File: src/rtl/intrpt_controller_if.sv
// Request/acknowledge handshake and mask-register bus between the interrupt
// controller (master) and the control unit (slave).
interface intrpt_controller_if #(
  parameter int DATA_WIDTH = 32,
  parameter int NUM_EXT    = 4
);
  logic                  intrpt;
  logic [DATA_WIDTH-1:0] intrpt_val;
  logic                  intrpt_ack;
  logic                  mask_we;
  logic [NUM_EXT-1:0]    mask_wdata;
  logic [NUM_EXT-1:0]    mask_q;

  modport master (
    output intrpt, intrpt_val, mask_q,
    input  intrpt_ack, mask_we, mask_wdata
  );

  modport slave (
    input  intrpt, intrpt_val, mask_q,
    output intrpt_ack, mask_we, mask_wdata
  );
endinterface

File: src/rtl/intrpt_controller.sv
// MIRCore interrupt controller: opcode traps plus edge-triggered external lines,
// mask, fixed priority, req/ack presentation. EPC capture built only with INTRPT_EPC_EN.
//
// state | meaning
// IDLE  | no request presented; picks the lowest eligible pending bit
// REQ   | intrpt high, cause latched and held until intrpt_ack
module intrpt_controller #(
  parameter int DATA_WIDTH = 32,
  parameter int NUM_EXT    = 4
) (
  input  logic                  clock,
  input  logic                  reset_n,
  input  logic [5:0]            opcode,
  input  logic [NUM_EXT-1:0]    ext_irq,
  input  logic [DATA_WIDTH-1:0] pc,
  output logic [NUM_EXT+2:0]    pending_q,
  output logic [DATA_WIDTH-1:0] epc,
  output logic                  halted,
  intrpt_controller_if.master   bus
);

  localparam int NUM_SRC = NUM_EXT + 3;
  localparam int IDX_W   = $clog2(NUM_SRC);

  typedef enum logic {IDLE, REQ} state_t;

  state_t                state, state_nxt;
  logic [NUM_EXT-1:0]    prev_irq;
  logic [NUM_EXT-1:0]    mask_r;
  logic [IDX_W-1:0]      sel_idx, sel_nxt;
  logic [DATA_WIDTH-1:0] cause_r;
  logic [NUM_SRC-1:0]    set_vec, clr_vec, eligible;
  logic                  any_elig, ack_take, intrpt_o;

  assign ack_take = (state == REQ) && bus.intrpt_ack;

  assign set_vec = {ext_irq & ~prev_irq,
                    opcode == 6'b111100,
                    opcode == 6'b111011,
                    opcode == 6'b111010};

  assign eligible = pending_q & {~mask_r, 3'b111};
  assign any_elig = |eligible;

  // Descending scan so the lowest eligible index wins.
  always_comb begin
    sel_nxt = '0;
    for (int i = NUM_SRC - 1; i >= 0; i--) begin
      if (eligible[i]) sel_nxt = IDX_W'(i);
    end
  end

  always_comb begin
    clr_vec = '0;
    for (int i = 0; i < NUM_SRC; i++) begin
      clr_vec[i] = ack_take && (sel_idx == IDX_W'(i));
    end
  end

  always_ff @(posedge clock or negedge reset_n) begin
    if (!reset_n) state <= IDLE;
    else          state <= state_nxt;
  end

  always_comb begin
    state_nxt = state;
    case (state)
      IDLE:    if (any_elig) state_nxt = REQ;
      REQ:     if (bus.intrpt_ack) state_nxt = IDLE;
      default: state_nxt = IDLE;
    endcase
  end

  always_comb begin
    intrpt_o = (state == REQ);
  end

  always_ff @(posedge clock or negedge reset_n) begin
    if (!reset_n) begin
      prev_irq  <= '0;
      mask_r    <= '1;
      pending_q <= '0;
      sel_idx   <= '0;
      cause_r   <= '0;
      halted    <= 1'b0;
    end else begin
      prev_irq  <= ext_irq;
      // Set wins over the acknowledge clear so a same-edge event is kept.
      pending_q <= (pending_q & ~clr_vec) | set_vec;
      if (bus.mask_we) mask_r <= bus.mask_wdata;
      if (state == IDLE && any_elig) begin
        sel_idx <= sel_nxt;
        cause_r <= DATA_WIDTH'(sel_nxt) + DATA_WIDTH'(1);
      end
      if (ack_take && sel_idx == IDX_W'(2)) halted <= 1'b1;
    end
  end

`ifdef INTRPT_EPC_EN
  logic [DATA_WIDTH-1:0] epc_r;

  always_ff @(posedge clock or negedge reset_n) begin
    if (!reset_n)                      epc_r <= '0;
    else if (state == IDLE && any_elig) epc_r <= pc;
  end

  assign epc = epc_r;
`else
  logic unused_pc;

  assign unused_pc = ^pc;
  assign epc       = '0;
`endif

  assign bus.intrpt     = intrpt_o;
  assign bus.intrpt_val = cause_r;
  assign bus.mask_q     = mask_r;

endmodule
File: src/flat_wrapper.sv
// flat-port wrapper written by rule: the top's interface ports become plain ports
module intrpt_controller_flat 
#(
  parameter int DATA_WIDTH = 32,
  parameter int NUM_EXT    = 4
)
  (clock, reset_n, opcode, ext_irq, pc, pending_q, epc, halted, bus_intrpt, bus_intrpt_val, bus_mask_q, bus_intrpt_ack, bus_mask_we, bus_mask_wdata);
  intrpt_controller_if #(.DATA_WIDTH(DATA_WIDTH), .NUM_EXT(NUM_EXT)) bus_i ();
  input  logic clock;
  input  logic reset_n;
  input  logic [5:0] opcode;
  input  logic [NUM_EXT-1:0] ext_irq;
  input  logic [DATA_WIDTH-1:0] pc;
  output logic [NUM_EXT+2:0] pending_q;
  output logic [DATA_WIDTH-1:0] epc;
  output logic halted;
  output wire logic [$bits(bus_i.intrpt)-1:0] bus_intrpt;
  output wire logic [$bits(bus_i.intrpt_val)-1:0] bus_intrpt_val;
  output wire logic [$bits(bus_i.mask_q)-1:0] bus_mask_q;
  input wire logic [$bits(bus_i.intrpt_ack)-1:0] bus_intrpt_ack;
  input wire logic [$bits(bus_i.mask_we)-1:0] bus_mask_we;
  input wire logic [$bits(bus_i.mask_wdata)-1:0] bus_mask_wdata;
  assign bus_intrpt = bus_i.intrpt;
  assign bus_intrpt_val = bus_i.intrpt_val;
  assign bus_mask_q = bus_i.mask_q;
  assign bus_i.intrpt_ack = bus_intrpt_ack;
  assign bus_i.mask_we = bus_mask_we;
  assign bus_i.mask_wdata = bus_mask_wdata;
  intrpt_controller #(.DATA_WIDTH(DATA_WIDTH), .NUM_EXT(NUM_EXT)) u_core (.clock(clock), .reset_n(reset_n), .opcode(opcode), .ext_irq(ext_irq), .pc(pc), .pending_q(pending_q), .epc(epc), .halted(halted), .bus(bus_i));
endmodule
File: config.mk
export PLATFORM = sky130hd
export DESIGN_NAME = intrpt_controller_flat
export DESIGN_NICKNAME = d
export VERILOG_FILES = /design/src/rtl/intrpt_controller_if.sv /design/src/rtl/intrpt_controller.sv /design/src/flat_wrapper.sv
export SDC_FILE = /design/constraint.sdc
export NUM_CORES = 1
export LEC_CHECK = 0
export ABC_AREA = 1
export BUFFER_PORTS_ARGS = -buffer_cell sky130_fd_sc_hd__buf_2
export CAP_MARGIN = 20
export CELL_PAD_IN_SITES_DETAIL_PLACEMENT = 0
export CELL_PAD_IN_SITES_GLOBAL_PLACEMENT = 2
export CORE_ASPECT_RATIO = 2
export CORE_MARGIN = 2
export CORE_UTILIZATION = 21
export DETAILED_ROUTE_END_ITERATION = 8
export HOLD_SLACK_MARGIN = 0.06
export PLACE_DENSITY_LB_ADDON = 0.1
export SYNTH_ARGS = -nofsm -noshare
export SYNTH_HDL_FRONTEND = slang
export SYNTH_SLANG_ARGS = --single-unit
File: constraint.sdc
create_clock -name clock -period 2.22 [get_ports clock]
set_input_delay 0.444 -clock clock [delete_from_list [all_inputs] [get_ports clock]]
set_output_delay 0.444 -clock clock [all_outputs]
set_load 0.01 [all_outputs]
Yosys cells after proc, flatten, opt, wreduce, memory -nomap -nowiden

Index checks and enable logic that the tools add are counted.

Mux-type cells: 10
Eq/ne operators: 9
$add $sub $neg: 1
Bitwise operators: 8
Reductions and logical operators: 11

Operators by type and width:

| cell                  | count |
|---|---|
| $mux W3               | 7 |
| $eq A6 B6 Y1 const B  | 3 |
| $and A7 B7 Y7         | 2 |
| $eq A3 B3 Y1 const B  | 3 |
| $logic_and A1 B1 Y1   | 9 |
| $not A4 Y4            | 2 |
| $not A7 Y7            | 1 |
| $or A7 B7 Y7          | 1 |
| $reduce_or A7 Y1      | 1 |
| $eq A3 B2 Y1 const B  | 2 |
| $add A3 B1 Y4 const B | 1 |
| $and A4 B4 Y4         | 1 |
| $eq A3 B1 Y1 const B  | 1 |
| $logic_not A3 Y1      | 1 |
| $mux W1               | 2 |
| $pmux W1 S2           | 1 |
| $not A1 Y1            | 1 |

Output and inout port bits: 77
Input port bits: 50
Word-level logic and storage cells: 46
Flip-flop bits (word level): 52

Longest topological paths before layout

Depth in word-level cells: 10
Gate-level depth with buffers: 15
Mapped depth without buffers: 15

Worst setup path after synthesis

No wires, ideal clock.

Path type: flip-flop to flip-flop
From: reg u_core.mask_r[0], in the netlist u_core.bus.mask_q[0]
To: reg u_core.cause_r[2], in the netlist u_core.bus.intrpt_val[2]
Slack: 705 ps
Setup time: 113 ps
Data required time: 2107 ps
Data arrival time: 1402 ps
Path buffers: 0
Period minus slack after synthesis: 1515 ps
Cell stages (with the launch flop): 15
Cell sequence: dfstp_2 > inv_1 > nand2_2 > nand2_1 > nand2_1 > nand2_1 > nand2_1 > inv_1 > ha_1 > inv_1 > nand2_1 > nand2_1 > nand2_2 > nand2_1 > inv_1

Word-level cells in the longest chain between the ends: 7
Elaborated cells on any way between the ends: 9
Classes of those cells: 1 x add/sub; 4 x mux; 2 x bitwise; 2 x reduce/logical

Ends and longest elaborated chain:

| what                        | RTL line                | source |
|---|---|---|
| start: declaration          | intrpt_controller.sv:29 | `logic [NUM_EXT-1:0] mask_r;` |
| start signal: assignment    | intrpt_controller.sv:90 | `if (bus.mask_we) mask_r <= bus.mask_wdata;` |
| $not A4 Y4                  | intrpt_controller.sv:42 | `assign eligible = pending_q & {~mask_r, 3'b111};` |
| $and A7 B7 Y7               | intrpt_controller.sv:42 |  |
| $mux W3 (4 in series)       | intrpt_controller.sv:49 | `if (eligible[i]) sel_nxt = IDX_W'(i);` |
| named net u_core.sel_nxt[0] | intrpt_controller.sv:30 | `logic [IDX_W-1:0] sel_idx, sel_nxt;` |
| $add A3 B1 Y4               | intrpt_controller.sv:93 | `cause_r <= DATA_WIDTH'(sel_nxt) + DATA_WIDTH'(1);` |
| end signal: assignment      | intrpt_controller.sv:93 |  |
| end: declaration            | intrpt_controller.sv:31 | `logic [DATA_WIDTH-1:0] cause_r;` |

The timed path passes the listed nets, and every way through them passes these cells.
A chain may end at the register's enable or synchronous reset.

Final worst setup path

Same ends and word-level chain as after synthesis.

==> impl_metrics.toml <==
[timing]
timing.slew.headroom_pct = 60.2
period_share_pct = 73.5
final_hold_viol_count = 0
fin_skew_ns = 0.00670
rsz0062_at_grt = "false"
period_needed_ns = 1.63
worst-slew-pin-transition_ns = 0.596
clock.fmax_ghz = 0.613
drv_slew = 0
fin_hold_ws_ns = 0.176
fin_tns_setup_ns = 0
setup_viol = 0

[worst_setup_path]
crit_chain = "inv_1 -> nand2_2 -> nand2_1 -> nand2_1 -> nand2_1 -> nand2_1 -> inv_1 -> ha_1 -> inv_1 -> nand2_1 -> nand2_1 -> nand2_2 -> nand2_1 -> inv_1"
crit_top_cell = "nand2_1"
reg2reg_slack_ns = 0.59
crit_cells = 14
start_kind = "flop"
reg2reg_to = "u_core.bus.intrpt_val[2]"
path_delay_family = "simple AND/OR/NAND/NOR gates"
worst_path_max_delay_cell = "dfstp_2"
cp-startpoint = "u_core.bus.mask_q[0]"
crit_path_end_kind = "flop"
timing.rr.start = "u_core.bus.mask_q[0]"
critPathRequiredTime_ns = 2.38
critPathBufInv = 4
crit_type = "reg2reg"
worstPathArrival_ns = 1.79
crit_fanout = 3
critPathMaxStageDelay_ns = 0.53
reg2reg_depth = 14

[synthesis]
avgSynthCellArea_um2 = 8.29
synth_cells = 191
synth_flop_cell = "dfrtp_1"
yosysTopAreaCell = "dfrtp_1"
synth_area_leaders = "dfrtp_1 32%, buf_4 28%, nand2_1 7.8%"
synthTopCellsByCount = "60 x buf_4, 33 x nand2_1, 29 x inv_1"
synth_cell_types = 20
synth-seq-area-share_pct = 38.2
postSynth.asyncResetShare_pct = 100
synth_most_common_cell = "buf_4"
yosys.area.top_type_share_pct = 31.6
synth_edf_count = 0
ys_warn_count = 0
synth_seq_cells = 24
synthesis.area_um2 = 1580

[flow_run]
cap_violations = 0

[floorplan]
coreArea_um2 = 7270
ios = 127
fp.dieArea_um2 = 8300
initial_core_util_pct = 21.8
fp-row-count = 44
die_w_um = 65.4
chipHeight_um = 127

[finish]
diodes = 0
area_delta_synth_final_pct = 10.2
layout-drive-gt1-share_pct = 23.7
fin_nets = 280
utilization_pct = 24.0

[place]
hpwlAfterDp_um = 2820
gp_congestion = 0.674
io_buffers = 34

[global_routing]
grt_max_degree = 25
grt_pass1_vias = 984
grt_pass1_wl_um = 5000
grt_use_total_pct = 8.53
grt_antenna_before_repair = 0
overflow = 0

[clocking]
cts_resized = 0
clock_path_buffers = 2
cts.htree.levels = 1
hold_buffers = 0
root_buffer = "clkbuf_16"
cts_setup_buffers = 0
cts_buffers = 3
cts_tree = "yes"
insertion_delay_ns = 0.27
clk_pin_slew_ns = 0.07
clock-sinks = 24

[route]
ant_nets = 0
vias = 1090
drt_first_pass_iters = 4
wl_met2_um = 2090
vias_per_cell = 3.41
routed-wl-met3_um = 161
detail_route.drc_violations = 0
drt_iter0_markers = 11
detail_route.wl_per_cell_um = 10.6
top_layer_used = "met4"
routed_wl_um = 3400
met1_length_um = 1040

[power_and_ir_drop]
p_leak_uw = 0.000984
power.density_nw_per_um2 = 1030
vdd_drop_max_mv = 0.377

[hold_path]
min_path_type = "in2async"

[outcome]
status = "complete, no violations"
-- layer usage --
metal  track usage (%)  up-vias
met5                 0        -
met4              6.25        0
met3             0.798        6
met2              16.9       51
met1              7.36      499
li1                  -      534
-- registers in the layout, indices dropped and copies added (netlist names) --
register,count
u_core.bus.intrpt,1
u_core.bus.intrpt_val,4
u_core.bus.mask_q,4
u_core.halted,1
u_core.pending_q,7
u_core.prev_irq,4
u_core.sel_idx,3
-- stage by stage --
step	power, µW	cells	cell area, µm²	setup slack [ns]
3_5_place_dp	1300	316	1640	0.552
6_report	1800	320	1750	0.589
5_1_grt	1950	320	1750	0.366
2_1_floorplan	1150	250	1810	0.705
3_3_place_gp	1300	316	1640	0.529
4_1_cts	1850	320	1750	0.530
-- cell usage in the layout (no fill, tap or decap), drive strengths merged --
cell / instances
a21oi: 2
buf: 34
bufinv: 1
clkbuf: 3
conb: 60
dfrtp: 20
dfstp: 4
ha: 1
inv: 29
nand2: 38
nand3: 6
nand4: 2
nor2: 8
nor3: 1
o21ai: 18
or2: 1
-- power breakdown --
part | internal (µW) | switching (µW)
Clock | 359 | 173
Sequential | 554 | 97.4
Combinational | 215 | 399
-- kinds of logic after synthesis --
kind of cell,share of synthesized area [%]
buffers and inverters,35.3
adder cells (fa/ha/maj),0.790
flip-flops,38.2
AND/OR/NAND/NOR,18.4
AO/OA/AOI/OAI,7.03
other,0.237
-- worst max path at each step --
stage               slack, ns                        to
floorplan                0.70  u_core.bus.intrpt_val[2]
global placement         0.53  u_core.bus.intrpt_val[2]
detailed placement       0.55  u_core.bus.intrpt_val[2]
CTS                      0.53  u_core.bus.intrpt_val[2]
global route             0.37  u_core.bus.intrpt_val[2]
finish                   0.59  u_core.bus.intrpt_val[2]
-- area by class of cell --
cell class	count	area [µm²]
clock inverter	1	30.0
clock buffer	3	75.1
fill	843	5520
sequential	24	606
timing repair buffer	34	170
multi-input combinational	137	641
tap	92	115
inverter	29	109
(Power assumes the default switching activity.)
